`config.mk`:
```
export PLATFORM = sky130hd
export DESIGN_NAME = load_store_unit
export DESIGN_NICKNAME = d
export VERILOG_FILES = /design/src/rtl/lsu_pkg.sv /design/src/rtl/load_extend.sv /design/src/rtl/load_store_unit.sv
export SDC_FILE = /design/constraint.sdc
export NUM_CORES = 1
export LEC_CHECK = 0
export BUFFER_PORTS_ARGS = -buffer_cell sky130_fd_sc_hd__clkbuf_2
export CORE_AREA = 2 2 102 104
export CTS_CLUSTER_DIAMETER = 40
export DETAILED_ROUTE_END_ITERATION = 7
export DIE_AREA = 0 0 104 106
export PLACE_DENSITY_LB_ADDON = 0.2
export SKIP_LAST_GASP = 1
export SYNTH_ARGS = -nofsm -noshare
export SYNTH_HDL_FRONTEND = slang
export SYNTH_SLANG_ARGS = --single-unit
```
`constraint.sdc`:
```
create_clock -name clk -period 8.2 [get_ports clk]
set_clock_uncertainty 0.1 [all_clocks]
set_input_delay 0.41 -clock clk [delete_from_list [all_inputs] [get_ports clk]]
set_output_delay 0.41 -clock clk [all_outputs]
set_load 0.02 [all_outputs]
```
`src/rtl/lsu_pkg.sv`:
```
// ============================================================================
// Module  : lsu_pkg
// Brief   : Shared funct3 encodings, FSM states and access-legality helper
//           for the load/store unit.
// Revision: 1.0 - initial release
// ============================================================================
`default_nettype none

package lsu_pkg;

  localparam int LSU_WIDTH = 32;

  localparam logic [2:0] LB  = 3'b000;
  localparam logic [2:0] LH  = 3'b001;
  localparam logic [2:0] LW  = 3'b010;
  localparam logic [2:0] LBU = 3'b100;
  localparam logic [2:0] LHU = 3'b101;
  localparam logic [2:0] SB  = 3'b000;
  localparam logic [2:0] SH  = 3'b001;
  localparam logic [2:0] SW  = 3'b010;

  typedef enum logic [1:0] {
    IDLE = 2'd0,
    REQ  = 2'd1,
    WAIT = 2'd2,
    DONE = 2'd3
  } lsu_state_e;

  // Exactly one of rd/wr, a supported funct3, and natural alignment.
  function automatic logic access_legal(input logic       rd,
                                        input logic       wr,
                                        input logic [2:0] f3,
                                        input logic [1:0] off);
    logic ok;
    ok = 1'b0;
    if (rd && !wr) begin
      case (f3)
        LB, LBU: ok = 1'b1;
        LH, LHU: ok = ~off[0];
        LW:      ok = (off == 2'b00);
        default: ok = 1'b0;
      endcase
    end else if (wr && !rd) begin
      case (f3)
        SB:      ok = 1'b1;
        SH:      ok = ~off[0];
        SW:      ok = (off == 2'b00);
        default: ok = 1'b0;
      endcase
    end
    return ok;
  endfunction

endpackage

`default_nettype wire

```
`src/rtl/load_extend.sv`:
```
// ============================================================================
// Module  : load_extend
// Brief   : Selects the addressed byte/halfword of a read word and sign- or
//           zero-extends it according to the load funct3.
// Revision: 1.0 - initial release
// ============================================================================
`default_nettype none

module load_extend
  import lsu_pkg::*;
(
  input  logic [2:0]           funct3,
  input  logic [1:0]           offset,
  input  logic [LSU_WIDTH-1:0] rdata,
  output logic [LSU_WIDTH-1:0] data
);

  logic [LSU_WIDTH-1:0] w_shift;
  logic [7:0]           w_byte;
  logic [15:0]          w_half;

  always_comb begin
    w_shift = rdata >> {offset, 3'b000};
    w_byte  = w_shift[7:0];
    w_half  = offset[1] ? rdata[31:16] : rdata[15:0];
    case (funct3)
      LB:      data = {{24{w_byte[7]}}, w_byte};
      LH:      data = {{16{w_half[15]}}, w_half};
      LBU:     data = {24'd0, w_byte};
      LHU:     data = {16'd0, w_half};
      default: data = rdata;
    endcase
  end

endmodule

`default_nettype wire

```
`src/rtl/load_store_unit.sv`:
```
// ============================================================================
// Module  : load_store_unit
// Brief   : Memory stage: issues byte/half/word loads and stores over a
//           valid/ready port, stalls while outstanding, flags illegal accesses.
// Revision: 1.0 - initial release
// ============================================================================
`default_nettype none

module load_store_unit
  import lsu_pkg::*;
#(
  parameter int DATAWIDTH = 32
) (
  input  logic                 clk,
  input  logic                 rst,
  input  logic                 MemRead_i,
  input  logic                 MemWrite_i,
  input  logic [2:0]           Funct3_i,
  input  logic [DATAWIDTH-1:0] ALUResult_i,
  input  logic [DATAWIDTH-1:0] WriteData_i,
  output logic                 mem_req_o,
  output logic                 mem_we_o,
  output logic [DATAWIDTH-1:0] mem_addr_o,
  output logic [DATAWIDTH-1:0] mem_wdata_o,
  output logic [3:0]           mem_be_o,
  input  logic                 mem_gnt_i,
  input  logic                 mem_rvalid_i,
  input  logic [DATAWIDTH-1:0] mem_rdata_i,
  output logic [DATAWIDTH-1:0] ReadData_o,
  output logic                 Stall_o,
  output logic                 Done_o,
  output logic                 Fault_o
);

  lsu_state_e           r_state;
  logic [DATAWIDTH-1:2] r_word_addr;
  logic [1:0]           r_offset;
  logic [2:0]           r_funct3;
  logic                 r_we;
  logic [DATAWIDTH-1:0] r_wdata;
  logic [3:0]           r_be;
  logic                 r_fault;
  logic [DATAWIDTH-1:0] r_read_data;

  logic                 w_access;
  logic                 w_legal;
  logic [1:0]           w_off;
  logic [3:0]           w_be;
  logic [DATAWIDTH-1:0] w_wdata;
  logic [DATAWIDTH-1:0] w_ext;

  assign w_off    = ALUResult_i[1:0];
  assign w_access = MemRead_i | MemWrite_i;
  assign w_legal  = access_legal(MemRead_i, MemWrite_i, Funct3_i, w_off);

  // Lane placement for stores; loads always read the full word.
  always_comb begin
    w_be    = 4'b1111;
    w_wdata = WriteData_i;
    if (MemWrite_i) begin
      case (Funct3_i)
        SB: begin
          w_be    = 4'b0001 << w_off;
          w_wdata = {4{WriteData_i[7:0]}};
        end
        SH: begin
          w_be    = w_off[1] ? 4'b1100 : 4'b0011;
          w_wdata = {2{WriteData_i[15:0]}};
        end
        default: begin
          w_be    = 4'b1111;
          w_wdata = WriteData_i;
        end
      endcase
    end
  end

  load_extend u_load_extend (
    .funct3 (r_funct3),
    .offset (r_offset),
    .rdata  (mem_rdata_i),
    .data   (w_ext)
  );

  always_ff @(posedge clk or posedge rst) begin
    if (rst) begin
      r_state     <= IDLE;
      r_word_addr <= '0;
      r_offset    <= 2'b00;
      r_funct3    <= 3'b000;
      r_we        <= 1'b0;
      r_wdata     <= '0;
      r_be        <= 4'b0000;
      r_fault     <= 1'b0;
      r_read_data <= '0;
    end else begin
      case (r_state)
        IDLE: begin
          if (w_access) begin
            if (w_legal) begin
              r_word_addr <= ALUResult_i[DATAWIDTH-1:2];
              r_offset    <= w_off;
              r_funct3    <= Funct3_i;
              r_we        <= MemWrite_i;
              r_wdata     <= w_wdata;
              r_be        <= w_be;
              r_fault     <= 1'b0;
              r_state     <= REQ;
            end else begin
              r_fault <= 1'b1;
              r_state <= DONE;
            end
          end
        end
        REQ: begin
          if (mem_gnt_i) begin
            r_state <= r_we ? DONE : WAIT;
          end
        end
        WAIT: begin
          if (mem_rvalid_i) begin
            r_read_data <= w_ext;
            r_state     <= DONE;
          end
        end
        DONE: begin
          r_state <= IDLE;
        end
        default: r_state <= IDLE;
      endcase
    end
  end

  assign mem_req_o   = (r_state == REQ);
  assign mem_we_o    = r_we;
  assign mem_addr_o  = {r_word_addr, 2'b00};
  assign mem_wdata_o = r_wdata;
  assign mem_be_o    = r_be;
  assign ReadData_o  = r_read_data;
  assign Done_o      = (r_state == DONE);
  assign Fault_o     = (r_state == DONE) & r_fault;

  // Gated by rst so every output reads 0 while reset is held.
  assign Stall_o = ~rst & ((r_state == REQ) | (r_state == WAIT) |
                           ((r_state == IDLE) & w_access));

endmodule

`default_nettype wire

```
==> impl_metrics.env <==
export IMPL_rows=37
export IMPL_synthFlopType="dfrtp_1"
export IMPL_die_area_um2=11020
export IMPL_grt_pass1_wl_um=20460
export IMPL_clk_path_buf_depth=2
export IMPL_rrSetupSlack_ns=5.16
export IMPL_power_frac_seq=0.402
export IMPL_cp_end_kind="flip-flop"
export IMPL_fin_setup_tns_ns=0
export IMPL_cp_data_required_time_ns=8.35
export IMPL_path_clk_slew_ns=0.09
export IMPL_vdd_drop_max_v=0.0001638
export IMPL_diodes=0
export IMPL_place_area_um2=6168
export IMPL_place_inst=787
export IMPL_worstHoldStart="ALUResult_i[10]"
export IMPL_synthCells=475
export IMPL_drc=0
export IMPL_crit_fanout=78
export IMPL_hp_class="input port to flip-flop"
export IMPL_final_nets=772
export IMPL_cts_sinks=107
export IMPL_rr_startpoint="r_state[0]"
export IMPL_status="complete, no violations"
export IMPL_dp_hpwl_um=9099
export IMPL_wl_um=12450
export IMPL_layout_drive_gt1_share=0.3802
export IMPL_synth_area_leaders="dfrtp_1 (53%), mux2_1 (7.1%), mux2_2 (5.7%)"
export IMPL_maxCapViolations=0
export IMPL_arrival_ns=3.19
export IMPL_root_buffer="clkbuf_8"
export IMPL_syn_avg_cell_area_um2=10.72
export IMPL_rr_worst_depth=6
export IMPL_power_density_nw_per_um2=380.7
export IMPL_syn_area_um2=5094
export IMPL_min_period_over_period=0.3709
export IMPL_die_w_um=104
export IMPL_synth_edff_count=0
export IMPL_stdcell_area_um2=6385
export IMPL_yosysSeqAreaShare=0.5257
export IMPL_drtPass1Iterations=5
export IMPL_antenna_found_initial=0
export IMPL_drv_slew=0
export IMPL_initial_core_util=0.5094
export IMPL_min_to="r_word_addr[10]"
export IMPL_pwr_share_comb=0.460
export IMPL_core_area_um2=10000
export IMPL_crit_type="flip-flop to flip-flop"
export IMPL_start_kind="flip-flop"
export IMPL_stdcell_count=804
export IMPL_clockPowerShare=0.138
export IMPL_num_vias=4234
export IMPL_holdPathStages=2
export IMPL_total_leakage_power_nw=3.280
export IMPL_grt_max_degree=79
export IMPL_die_y_um=106
export IMPL_worstSkewPairLatency_ns=0.36
export IMPL_fillers=908
export IMPL_worst_pin_slew_ns=1.207
export IMPL_htree_levels=3
export IMPL_finalHoldViolCount=0
export IMPL_synthDistinctLibCells=40
export IMPL_p_switching_mw=1.047
export IMPL_multiInputGateArea_um2=2222
export IMPL_viasPerCell=5.266
export IMPL_seqCellArea_um2=2678
export IMPL_pre_cts_slack_ns=5.122
export IMPL_synth_async_reset_ratio=1.000
export IMPL_place_congestion=0.8534
export IMPL_cts_made_buffers=9
export IMPL_num_io_pins=210
export IMPL_yosysMostFrequentCell="dfrtp_1"
export IMPL_ctsResizeCount=0
export IMPL_yosysWarnings=0
export IMPL_fmax_ghz=0.3288
export IMPL_intPower_mw=1.384
export IMPL_grt_overflow_total=0
export IMPL_synth_common_cells="dfrtp_1 (107), nand2_1 (77), mux2_1 (32), nand3_1 (29), a21oi_1 (28)"
export IMPL_setup_violations=0
export IMPL_fin_hold_ws_ns=0.1499
export IMPL_synth_top_area_frac=0.5257
export IMPL_wl_per_cell_um=15.48
export IMPL_final_antenna_net_count=0
export IMPL_power_mw=2.431
export IMPL_area_growth_pct=25.35
export IMPL_grt_use_total=0.2294
export IMPL_fin_ws_ns=5.159
export IMPL_drt_iter0_markers=171
export IMPL_first_global_vias=4133
export IMPL_slew_limit_headroom=0.1952
export IMPL_min_period_ns=3.041
export IMPL_rsz0062_at_grt="false"
export IMPL_cts_tree="built"
export IMPL_port_buffer_count=207
export IMPL_reg2reg_to="r_word_addr[5]"
export IMPL_postLayoutCoreUtil=0.6385
export IMPL_yosys_area_top_type="dfrtp_1"
export IMPL_synth_ff_latch_count=107
export IMPL_swShare=0.4308
## sequential cells by signal, indices dropped and copies added, names as in the netlist
register,count
ReadData_o,32
mem_be_o,4
mem_wdata_o,32
mem_we_o,1
r_fault,1
r_funct3,3
r_offset,2
r_state,2
r_word_addr,30
## per-layer routing
| metal | share of wire | GRT usage | up-vias |
|---|---|---|---|
| li1 | - | - | 2052 |
| met1 | 0.43 | 0.3013 | 2004 |
| met2 | 0.48 | 0.3727 | 161 |
| met3 | 0.070 | 0.04844 | 17 |
| met4 | 0.020 | 0.09556 | 0 |
| met5 | 0 | 0 | - |
## worst max-delay path by stage
stage / startpoint / endpoint / slack, ns
2_1_floorplan: rst / ReadData_o[0] / 4.87
6_report: r_state[0] / r_word_addr[5] / 5.16
4_1_cts: r_state[0] / mem_be_o[3] / 5.10
3_3_place_gp: r_state[0] / mem_be_o[3] / 5.26
3_5_place_dp: r_state[0] / mem_be_o[3] / 5.12
5_1_grt: r_state[0] / mem_wdata_o[4] / 4.96
## logic make-up after synthesis
group,synth area share
AOI/OAI and AO/OA,0.1309
adders and majority gates,0.009826
DFF,0.5257
buffers and inverters,0.04151
other,0.0007362
muxes,0.1641
and+or+nand+nor,0.1272
## what timing repair did
action	in CTS	in global routing
buffers inserted	0	0
hold endpoints to repair	40	0
hold buffers	1	0
## critical path, cell delays in order, from the launching register on
cell      delay, ns
dfrtp_1        0.39
inv_1          0.10
ha_1           0.29
and4bb_1       0.27
o22ai_4        0.63
buf_4          0.73
mux2_1         0.38
## layout by cell type, fill, tap and decap left out, drive strengths merged
cell type	n
clkbuf	222
dfrtp	107
nand2	77
mux2	58
nand3	29
a21oi	28
o21ai	27
o211ai	18
mux2i	16
nor2	13
inv	10
a22oi	8
o22a	8
nand3b	7
nand2b	5
ha	4
buf	3
and2	2
nor2b	2
o31ai	2
o21bai	2
conb	2
nor3b	2
and4bb	1
and3b	1
nor4	1
o22ai	1
o2bb2ai	1
mux4	1
o311ai	1
a2111o	1
or3b	1
a2111oi	1
o311a	1
a211oi	1
a2bb2oi	1
a21boi	1
bufinv	1
dlygate4sd3	1
## final cells by class
cell class              instances  share of cell area
inverters                      10            0.006271
repair buffers                211              0.1674
well taps                     136             0.02665
multi-input cells             324              0.3480
clock buffers                  15             0.02763
clock inverters                 1            0.004703
flip-flops and latches        107              0.4194
## power by group through the flow
| stage | clock (mW) | combinational (mW) | sequential [mW] |
|---|---|---|---|
| 2_1_floorplan | 0 | 0.504 | 1.22 |
| 3_3_place_gp | 0 | 1.10 | 0.972 |
| 3_5_place_dp | 0 | 1.13 | 0.984 |
| 4_1_cts | 0.347 | 1.13 | 0.977 |
| 5_1_grt | 0.368 | 1.22 | 1.01 |
| 6_report | 0.336 | 1.12 | 0.977 |
Power figures use the tool's default switching activity.
